$ cat src/rtl/fft_frame_ctrl.sv
// Frame sequencer between an ADC sample stream and a streaming FFT core: loads one frame, waits for and drains the FFT output.
// Latency: every output is registered; an accepted sample appears on ipd/idx_i/fft_din one cycle after adc_valid.
// Backpressure: none; samples outside LOAD are dropped. Optional FFT_DROP_CNT_EN adds a saturating drop_cnt output for those samples.
`timescale 1ns/1ps
module fft_frame_ctrl #(
    parameter int          FRAME_LEN = 1024,
    parameter logic [15:0] TIMEOUT   = 16'd4096
) (
    input  logic        clk,
    input  logic        rst,
    input  logic        en,
    input  logic        adc_valid,
    input  logic [15:0] adc_data,
    input  logic        opd_o,
    input  logic [9:0]  idx_o,
    output logic        ipd,
    output logic [31:0] fft_din,
    output logic [9:0]  idx_i,
    output logic        search_en,
    output logic        frame_done,
    output logic        err,
    output logic        busy,
    output logic [15:0] frame_cnt
`ifdef FFT_DROP_CNT_EN
    ,
    output logic [15:0] drop_cnt
`endif
);

    localparam int IDX_W = 10;
    localparam logic [IDX_W-1:0] LAST_IDX = IDX_W'(FRAME_LEN - 1);

    typedef enum logic [2:0] {
        IDLE     = 3'd0,
        LOAD     = 3'd1,
        WAIT_OUT = 3'd2,
        DRAIN    = 3'd3,
        DONE     = 3'd4
    } state_t;

    state_t             state;
    state_t             state_nxt;
    logic [IDX_W-1:0]   smp_cnt;
    logic [15:0]        tmo_cnt;
    logic [IDX_W-1:0]   idx_lat;

    logic               accept;
    logic               last_smp;
    logic               timeout_hit;
    logic               short_frame;

    logic               ipd_nxt;
    logic [31:0]        fft_din_nxt;
    logic [IDX_W-1:0]   idx_i_nxt;
    logic               search_en_nxt;
    logic               frame_done_nxt;
    logic               err_nxt;
    logic               busy_nxt;
    logic [15:0]        frame_cnt_nxt;

    // A sample is only taken while loading; everything else on adc_valid is dropped.
    assign accept      = (state == LOAD) && adc_valid;
    assign last_smp    = accept && (smp_cnt == LAST_IDX);
    // The counter "reaches" TIMEOUT on the edge that ends the TIMEOUT-th waiting cycle.
    assign timeout_hit = (state == WAIT_OUT) && !opd_o && ((tmo_cnt + 16'd1) == TIMEOUT);
    // The FFT stream ended before delivering its final bin.
    assign short_frame = (state == DRAIN) && !opd_o && (idx_lat != LAST_IDX);

    // State register; reset mid-frame simply discards the frame.
    always_ff @(posedge clk or negedge rst) begin
        if (!rst) begin
            state <= IDLE;
        end else begin
            state <= state_nxt;
        end
    end

    // Next-state decode; en is only consulted in IDLE and DONE so a frame in flight is never aborted.
    always_comb begin
        state_nxt = state;
        case (state)
            IDLE:     if (en) state_nxt = LOAD;
            LOAD:     if (last_smp) state_nxt = WAIT_OUT;
            WAIT_OUT: begin
                if (opd_o)            state_nxt = DRAIN;
                else if (timeout_hit) state_nxt = IDLE;
            end
            DRAIN:    if (!opd_o) state_nxt = DONE;
            DONE:     state_nxt = en ? LOAD : IDLE;
            default:  state_nxt = IDLE;
        endcase
    end

    // Sample index, timeout counter and last-seen output index; counters sit at 0 outside their own state.
    always_ff @(posedge clk or negedge rst) begin
        if (!rst) begin
            smp_cnt <= '0;
            tmo_cnt <= '0;
            idx_lat <= '0;
        end else begin
            if (state != LOAD)  smp_cnt <= '0;
            else if (accept)    smp_cnt <= smp_cnt + 10'd1;

            if (state != WAIT_OUT) tmo_cnt <= '0;
            else                   tmo_cnt <= tmo_cnt + 16'd1;

            if (((state == WAIT_OUT) || (state == DRAIN)) && opd_o) idx_lat <= idx_o;
        end
    end

    // Next values for the registered outputs; state-derived flags follow the state being entered.
    always_comb begin
        ipd_nxt        = accept;
        idx_i_nxt      = accept ? smp_cnt : idx_i;
        fft_din_nxt    = accept ? {adc_data, 16'h0000} : fft_din;
        search_en_nxt  = (state_nxt == DRAIN);
        frame_done_nxt = (state_nxt == DONE);
        err_nxt        = timeout_hit || short_frame;
        busy_nxt       = (state_nxt != IDLE);
        frame_cnt_nxt  = frame_done_nxt ? (frame_cnt + 16'd1) : frame_cnt;
    end

    // Output register stage.
    always_ff @(posedge clk or negedge rst) begin
        if (!rst) begin
            ipd        <= 1'b0;
            idx_i      <= '0;
            fft_din    <= '0;
            search_en  <= 1'b0;
            frame_done <= 1'b0;
            err        <= 1'b0;
            busy       <= 1'b0;
            frame_cnt  <= '0;
        end else begin
            ipd        <= ipd_nxt;
            idx_i      <= idx_i_nxt;
            fft_din    <= fft_din_nxt;
            search_en  <= search_en_nxt;
            frame_done <= frame_done_nxt;
            err        <= err_nxt;
            busy       <= busy_nxt;
            frame_cnt  <= frame_cnt_nxt;
        end
    end

`ifdef FFT_DROP_CNT_EN
    // Count samples that arrive while not loading; sticks at all-ones.
    always_ff @(posedge clk or negedge rst) begin
        if (!rst) begin
            drop_cnt <= '0;
        end else if (adc_valid && (state != LOAD) && (drop_cnt != 16'hFFFF)) begin
            drop_cnt <= drop_cnt + 16'd1;
        end
    end
`endif

endmodule

$ cat config.mk
export PLATFORM = sky130hd
export DESIGN_NAME = fft_frame_ctrl
export DESIGN_NICKNAME = d
export VERILOG_FILES = /design/src/rtl/fft_frame_ctrl.sv
export SDC_FILE = /design/constraint.sdc
export NUM_CORES = 1
export LEC_CHECK = 0
export BUFFER_PORTS_ARGS = -buffer_cell sky130_fd_sc_hd__buf_4
export CAP_MARGIN = 20
export CORE_MARGIN = 4
export CORE_UTILIZATION = 35
export CTS_CLUSTER_SIZE = 14
export DETAILED_ROUTE_END_ITERATION = 6
export GPL_TIMING_DRIVEN = 0
export PLACE_DENSITY = 0.54
export RECOVER_POWER = 100
export SETUP_SLACK_MARGIN = 0.5
export SYNTH_ARGS = -nofsm -noshare
export SYNTH_HDL_FRONTEND = slang
export SYNTH_SLANG_ARGS = --single-unit
export TNS_END_PERCENT = 100
$ cat constraint.sdc
create_clock -name clk -period 4.5 [get_ports clk]
set_clock_uncertainty 0.1 [all_clocks]
set_input_delay 0.225 -clock clk [delete_from_list [all_inputs] [get_ports clk]]
set_output_delay 0.225 -clock clk [all_outputs]
set_load 0.01 [all_outputs]
==> results of run 1 <==
==> Yosys cell counts, types with 2 or more instances <==
cell / instances / share of area
a21oi_1: 3 / 0.0039
and3_1: 6 / 0.0097
and4_1: 3 / 0.0068
buf_2: 3 / 0.0039
buf_4: 18 / 0.035
clkbuf_1: 5 / 0.0048
dfrtp_1: 86 / 0.55
ha_1: 4 / 0.013
inv_1: 7 / 0.0068
mux2_2: 37 / 0.11
mux2i_1: 3 / 0.0077
nand2_1: 21 / 0.020
nand3_1: 13 / 0.017
nand4_1: 13 / 0.021
nor2_1: 36 / 0.035
nor3_1: 4 / 0.0052
nor4_1: 2 / 0.0032
o21ai_0: 3 / 0.0039
o31ai_1: 3 / 0.0058
or2_2: 2 / 0.0032
or3_1: 3 / 0.0048
xnor2_1: 21 / 0.047
xor2_1: 18 / 0.041
==> power by group <==
group | leakage (nW) | internal (W) | total, W | switching [W]
Combinational | 1.05 | 0.000189 | 0.000377 | 0.000189
Clock | 0.0990 | 0.000312 | 0.000582 | 0.000270
Sequential | 1.12 | 0.000895 | 0.000971 | 0.0000763
Total | 2.27 | 0.00140 | 0.00193 | 0.000535
==> worst max-delay path, stage by stage <==
cell and delay (ns):
dlygate4sd3_1 0.52, clkbuf_1 0.98, clkbuf_2 1.26
==> cells by family after synthesis <==
family,Yosys count
AND/OR/NAND/NOR,112
flip-flops,86
multiplexers,40
XOR/XNOR,39
buffers and inverters,34
AO/OA/AOI/OAI,17
adder cells (fa/ha/maj),4
other,1
==> routing by layer <==
| metal | up-vias | wire (µm) | GRT usage | part of all wire |
|---|---|---|---|---|
| li1 | 1365 | - | - | - |
| met1 | 1349 | 3360 | 0.162 | 0.45 |
| met2 | 72 | 3560 | 0.203 | 0.47 |
| met3 | 11 | 463 | 0.0380 | 0.062 |
| met4 | 0 | 136 | 0.0441 | 0.018 |
| met5 | - | 0 | 0 | 0 |
==> area by class of cell <==
class                      count  area share
clock buffer                  10      0.0259
clock inverter                 5      0.0170
timing repair buffer         101       0.128
multi-input combinational    228       0.318
tap                          140      0.0355
inverter                       8     0.00609
buffer                        26      0.0330
sequential                    86       0.436
==> through the flow <==
stage	cell area, µm²	power [W]	hold WS, ns
after detailed placement	4680	0.00144	0.353
after global routing	4930	0.00207	0.00236
after global placement	4680	0.00143	0.347
after floorplan	3940	0.00123	-0.171
final	4930	0.00193	0.0150
after CTS	5120	0.00205	0.000496
==> path summary, 6_finish.rpt <==
path,from,to,slack (ns),depth (start not counted)
min,idx_o[8],idx_lat[8]$_DFFE_PN0P_,0.02,2
max,rst,tmo_cnt[9]$_DFF_PN0_,1.58,3
min in group asynchronous,rst,fft_din[20]$_DFFE_PN0P_,0.60,2
max reg2reg,tmo_cnt[0]$_DFF_PN0_,busy$_DFF_PN0_,1.78,7
min reg2reg,frame_cnt[15]$_DFFE_PN0N_,frame_cnt[15]$_DFFE_PN0N_,0.37,1
max in group clk,tmo_cnt[0]$_DFF_PN0_,busy$_DFF_PN0_,1.78,7
==> what timing repair did <==
action,in CTS,in global routing
resized for setup,0,0
endpoints found under the setup margin,0,0
buffers inserted,0,0
hold buffers,22,2
hold endpoints to repair,23,26
==> cell usage in the layout, fill, tap and decap left out, types with 2 or more instances in the layout <==
cell	count
buf_4	44
inv_1	7
nor4_1	2
nand3_1	13
bufinv_16	2
clkbuf_1	58
conb_1	16
or3_1	3
clkbuf_8	9
clkinvlp_4	2
ha_1	4
dfrtp_1	86
or2_2	2
dlygate4sd3_1	24
nor3_1	4
o31ai_1	3
a21oi_1	3
nor2_1	37
and4_1	3
nand4_1	13
mux2i_1	3
nand2_1	21
xnor2_1	21
o21ai_0	4
and3_1	7
xor2_1	18
mux2_2	37
==> sequential cells by signal (all words and copies together), names as in the netlist, 3 cells and up <==
register and flops:
idx_lat 10, fft_din 16, tmo_cnt 16, idx_i 10, frame_cnt 16, smp_cnt 10
state 3
==> impl.org, run 1 <==
** Status
- The run finished, with violations left.
- Violated checks :: capacitance limit

** Die
- The floorplan has 38 rows.
- Measured along the y axis, the die boundary spans 113 µm.
- In this run the horizontal extent of the chip is 113 µm.
- Area of the core region :: 10800 µm²
- Die ar. :: 12800 µm²
- 94 I/O pins were placed.
- For this configuration, the core starts out at a cell density of 0.358.

** Place
- Port buffering added 76 buffers.
- The wire-length estimate of the detail-placed layout is 5220 µm.
- Worst-case setup slack after placement :: 1.81 ns
- Routability-driven placement finished with a final weighted congestion of 0.780.
- Once placement completed, the tool counted placed cells totaling 564.

** Logic synthesis
- Flops & latches, synth :: 86
- Of the total synthesized cell area, the portion taken by full adders, half adders and majority gates is 0.0129.
- Number of instances in the synthesized netlist :: 333
- After synthesis, the share of cell area in mux cells is 0.115.
- Post-synth ARST share :: 1.00
- After synthesis, the largest family of logic cells by area is simple AND/OR/NAND/NOR gates.
- Most used flip-flop cell after synthesis :: dfrtp_1
- Synth unique cells :: 42
- Parity-gate share of the synthesized area counting xor and xnor cells :: 0.0880
- Summed instance area of the synthesized netlist :: 3880 µm²
- Post-synthesis simple-gate area fraction :: 0.148
- The synthesized design contains 0 enable-type register cells.
- The share of the Yosys chip area taken by registers is 0.554.
- Averaged over all synthesized cells, the footprint is 11.7 µm².
- Area fraction in compound gates after synthesis :: 0.0293
- YS warnings :: 0

** Global route
- Global-route wire length before repair :: 13200 µm
- Number of global-route vias before repair :: 2825
- Initial antenna violation count :: 0
- Largest net degree at the start of global routing :: 87
- The total overflow left after global routing is 0.
- Global-route usage over all layers :: 0.126

** STA
- Worst Tran Pin Value :: 1.48 ns
- Final setup slack of the worst path :: 1.58 ns
- TNS Setup :: 0 ns
- Shortest clock period the worst path allows after layout :: 2.92 ns
- Ratio of final minimum period to clock period :: 0.648
- Hold Violations, Final :: 0
- Setup violations remaining at the end of the flow were counted as 0.
- The number of max-slew violations in the final report was 0.
- Setup repair after global routing left no endpoint under its margin.
- Timing would allow up to 343 MHz.
- In this run the tightest slew margin relative to its limit is 0.0107.

** Power and ir drop
- Leakage power of the design :: 2.27 nW
- Dividing total power by cell area gives a power density of 392 nW/µm².
- IR analysis of the VDD net gives a maximum drop of 0.214 mV.

** Setup path
- Arrival time reported for the critical path endpoint :: 3.02 ns
- Startpoint kind of the worst setup timing path :: primary input
- The critical path is of the in -> async type.
- Data required time of the critical path :: 4.60 ns
- STA classifies the critical path endpoint as an async pin.
- Maximum fanout along the worst path :: 61

** Clocking
- Longest Clk Path Bufs :: 2
- The clock tree synthesis step divided the H-tree into 3 levels.
- The tree built by TritonCTS fans out to 86 sinks.
- TritonCTS clock tree :: done
- In this run, CTS created clock tree buffers numbering 9.
- Clock transition time at the flip-flop clock pins of the worst setup and hold paths :: 0.08 ns
- Later-pin clock latency in the skew report :: 0.35 ns
- Clk root buf :: clkbuf_8

** Layout
- Fill cells in the final layout number 1077.
- Measured on the finished design, the core utilization comes to 0.455.
- The sequential cells in the finished layout cover a total of 2150 µm².
- The repair_antennas step left the layout with diodes totalling 0.
- Layout cells sized above 1 :: 0.218
- In the final layout, the multi-input gates occupy 1570 µm².
- Final instance count without filler cells :: 604
- Net count, final :: 495
- Area delta synth->final :: 27.0%

** Flow run
- Max-cap violations :: 1

** Drt
- Number of design-rule violations left by the first detailed-router iteration :: 95
- The count of nets left with antenna violations once routing finished came out at 0.
- In the final routed layout, each cell accounts on average for 12.4 µm.
- The detailed router placed 2797 vias in this run.
- Detailed-routing iteration count for the pre-antenna-repair pass :: 4
- Total wire length :: 7520 µm
- Using the TritonRoute via totals, the vias-per-cell ratio works out to 4.63.
- For this run, design rule violations remaining after detail routing come to 0.

** Hold path
- Type of the tightest min-delay check :: in -> reg
Power figures use the tool's default switching activity.
==> run 2: changes to the inputs <==
--- a/config.mk
+++ b/config.mk
@@ -5,6 +5,7 @@
 export SDC_FILE = /design/constraint.sdc
 export NUM_CORES = 1
 export LEC_CHECK = 0
+export ABC_AREA = 1
 export BUFFER_PORTS_ARGS = -buffer_cell sky130_fd_sc_hd__buf_4
 export CAP_MARGIN = 20
 export CORE_MARGIN = 4
==> constraint.sdc (replaced) <==
create_clock -name clk -period 2.8 [get_ports clk]
set_clock_uncertainty 0.1 [all_clocks]
set_input_delay 0.14 -clock clk [delete_from_list [all_inputs] [get_ports clk]]
set_output_delay 0.14 -clock clk [all_outputs]
set_load 0.01 [all_outputs]
==> run 2 against run 1 <==
Against the previous run: the run ends with capacitance limit, slew limit left; cell count is 22% higher; setup slack worse by 0.98 ns; global-route usage is 2.2 points higher; wire length is 20% higher; largest power group unchanged.
==> impl.org, run 2 <==
** Global route
- Initial antenna violation count :: 0
- Global-route wire length before repair :: 15600 µm
- Number of global-route vias before repair :: 3285
- For this run, the total global-route usage over all layers was measured as 0.148.
- Entering global routing, the biggest net connects 54 pins.
- Global routing finished with a remaining overflow of 0.

** Die
- Cell Rows :: 38
- In this run the standard cell core region covers 10900 µm².
- Initial standard-cell utilization of the core :: 0.360
- Die ar. :: 13000 µm²
- Io pins :: 94
- Chip Width :: 114 µm
- The floorplan step set the die height to 114 µm.

** Power and ir drop
- Of the total power, combinational logic draws 0.121.
- Worst IR Drop VDD :: 0.331 mV
- Internal cell power :: 0.00223 W
- Post-layout power :: 0.00298 W
- The analysis attributes to net switching a power of 0.000752 W.
- Of the total power, registers draw 0.465.
- For this design the ratio of total power to cell area is 577 nW/µm².
- Power share of the clock group :: 0.414
- Summed over all cells, the static leakage comes to 2.52 nW.
- Of the total power, the share spent switching nets is 0.252.

** Clocking
- CTS placed an instance of clkbuf_16 at the clock tree root.
- The tree built by TritonCTS fans out to 86 sinks.
- The later pin in the worst-skew pair is clocked with a latency of 0.33 ns.
- TritonCTS clock tree :: done
- TritonCTS created 9 clock buffers.
- Once the clock tree was built, the setup fixing pass inserted 0 buffers.
- The clock passes through at most 2 buffers.
- CTS H-tree lvls :: 3
- After clock tree synthesis, the clock-pin slew on the worst setup and hold paths is 0.07 ns.

** Layout
- Compared with the post-synthesis result, the final layout area differs by 30.9%.
- In the final layout, the registers with the most flip-flops are fft_din (16), frame_cnt (16), tmo_cnt (16).
- Leading cell type in the layout, fill and taps excluded :: nand2_1
- Fill cell instance count of the final layout :: 1117
- The top cell types in the final layout, fill and taps aside, are nand2_1 (159), dfrtp_1 (86), clkbuf_1 (57).
- Layout cells sized above 1 :: 0.109
- At the end of the flow, the number of nets in the layout was 628.
- After the flow finishes, the layout carries non-filler instances totaling 738.
- Antenna cells :: 0

** Setup path
- The critical path in this run is classified as reg -> reg.
- Critical path capture point type :: register
- The worst setup path is launched from a register.
- Data required time of the critical path :: 2.91 ns
- Data arrives at the worst endpoint at 2.31 ns.
- Of all nets on the critical path, the largest fanout is 6.

** Drt
- In the final routed layout, each cell accounts on average for 12.2 µm.
- Vias :: 3297
- DRT antenna net count :: 0
- Number of design-rule violations left by the first detailed-router iteration :: 126
- Vias per inst :: 4.47
- After detailed routing, the total wire length is 9030 µm.
- In the routed design, unresolved DRC markers number 0.
- Detailed-routing iteration count for the pre-antenna-repair pass :: 5

** Place
- Placer's final routability congestion estimate :: 0.791
- DP HPWL :: 6440 µm
- Prior to clock tree synthesis, the placed netlist has a worst setup slack of 0.601 ns.
- Number of input and output port buffers inserted :: 77
- The number of placed instances, taps included, is 694.

** STA
- Final setup slack of the worst path :: 0.601 ns
- The routed design could run at a clock period as short as 2.20 ns.
- Setup violations remaining at the end of the flow were counted as 0.
- Worst Tran Pin Value :: 1.96 ns
- Hold is met by 0.0165 ns.
- Remaining max-slew budget at the tightest pin :: -0.308
- Setup repair after global routing left no endpoint under its margin.
- Final count of pins violating max slew :: 34
- Timing would allow up to 455 MHz.
- Hold Violations, Final :: 0
- TNS Setup :: 0 ns
- Dividing the final minimum period by the clock period gives 0.786.

** Flow run
- Max-cap violations :: 1

** Logic synthesis
- Commonest cells in the netlist :: nand2_1 (158), dfrtp_1 (86), nor2_1 (48)
- After synthesis, the netlist uses 28 different library cells.
- Cell with the most instances after synthesis :: nand2_1
- Most used flip-flop cell after synthesis :: dfrtp_1
- EDFF count, synth :: 0
- Summing every instance area after synthesis gives 3940 µm².
- Number of instances in the synthesized netlist :: 461
- Seq/Total Area, Yosys :: 0.546
- Flops & latches, synth :: 86
- Post-synth ARST share :: 1.00
- After synthesis, the cell types taking the most area are dfrtp_1 (55%), nand2_1 (15%), nor2_1 (4.6%), inv_1 (3.6%), buf_4 (3.0%).
- Of the post-synthesis cell area, the dominant cell type holds 0.546.
- In this run the mean area of a mapped cell was 8.54 µm².
- The Yosys step of the flow raised 0 warnings.
- Summed over all instances, the cell type with the most area after synthesis is dfrtp_1.

** Status
- The checks that failed: capacitance limit, slew limit.
- Result of the run :: finished with violations

** Hold path
- Type of the tightest min-delay check :: in -> reg
[run 2: cell types whose count changed after synthesis, moves of 12 or more]
| cell | before | now |
|---|---|---|
| nor2_1 | 36 | 48 |
| mux2_2 | 37 | 0 |
| nand2_1 | 21 | 158 |
| inv_1 | 7 | 38 |
| xnor2_1 | 21 | 5 |
| o21ai_0 | 3 | 15 |
[run 2: per-layer routing]
metal / vias to the layer above / track usage / routed length [µm]
li1: 1673 / - / -
met1: 1542 / 0.198 / 4180
met2: 78 / 0.234 / 4280
met3: 4 / 0.0470 / 525
met4: 0 / 0.0348 / 51
met5: - / 0 / 0
[run 2: critical path, stage by stage, from the launching register on]
cell and delay [ns]:
dfrtp_1 0.43, ha_1 0.23, nand3_1 0.15, nor2_1 0.37, nand2_1 0.09, nand2_1 0.10
nand2_1 0.05, nor2_1 0.08, nand2_1 0.07, nor2_1 0.14, nand2_1 0.10, nand2_1 0.09
nand4_1 0.08
[run 2: timing repair]
action	4_1_cts	5_1_grt
hold endpoints to repair	61	0
hold buffers	28	0
setup endpoints to repair	0	4
resized for setup	0	3
[run 2: logic make-up (layout without fill, tap and decap cells)]
kind of cell | count (synthesis) | after routing | synth area share
compound gates | 31 | 31 | 0.0426
xor+xnor | 18 | 18 | 0.0400
fa+ha+maj | 4 | 4 | 0.0127
buf+inv | 66 | 188 | 0.0788
flops | 86 | 86 | 0.546
other cells | 1 | 16 | 0.000952
simple gates | 255 | 255 | 0.279
[run 2: final cells by class]
type	count	area (µm²)	area share
Multi-Input combinational cell	324	1510	0.292
Inverter	42	158	0.0306
Clock buffer	12	256	0.0497
Tap cell	140	175	0.0340
Clock inverter	4	52.6	0.0102
Buffer	24	150	0.0291
Sequential cell	86	2150	0.417
Timing Repair Buffer	106	706	0.137
[run 2: final timing paths]
check / endpoint / cells past startpoint / from / slack, ns
min: state[0]$_DFF_PN0_ / 4 / en / 0.02
max in group asynchronous: tmo_cnt[6]$_DFF_PN0_ / 2 / rst / 0.68
min reg2reg: frame_cnt[15]$_DFFE_PN0N_ / 1 / frame_cnt[15]$_DFFE_PN0N_ / 0.37
max reg2reg: busy$_DFF_PN0_ / 12 / tmo_cnt[0]$_DFF_PN0_ / 0.60
min in group asynchronous: fft_din[17]$_DFFE_PN0P_ / 2 / rst / 0.80
max: busy$_DFF_PN0_ / 12 / tmo_cnt[0]$_DFF_PN0_ / 0.60
[run 2: power groups by stage]
stage | clock network, W | registers, W | logic (W)
3_3_place_gp | 0 | 0.00141 | 0.000365
6_report | 0.00123 | 0.00139 | 0.000360
2_1_floorplan | 0 | 0.00143 | 0.000150
4_1_cts | 0.00127 | 0.00139 | 0.000413
3_5_place_dp | 0 | 0.00141 | 0.000381
5_1_grt | 0.00132 | 0.00140 | 0.000411
[run 2: stage by stage]
step                      utilization  instance area, µm²
after floorplan                     -                4000
after global placement          0.434                4750
after detailed placement        0.437                4780
after CTS                       0.491                5370
after global routing            0.472                5160
final                           0.472                5160
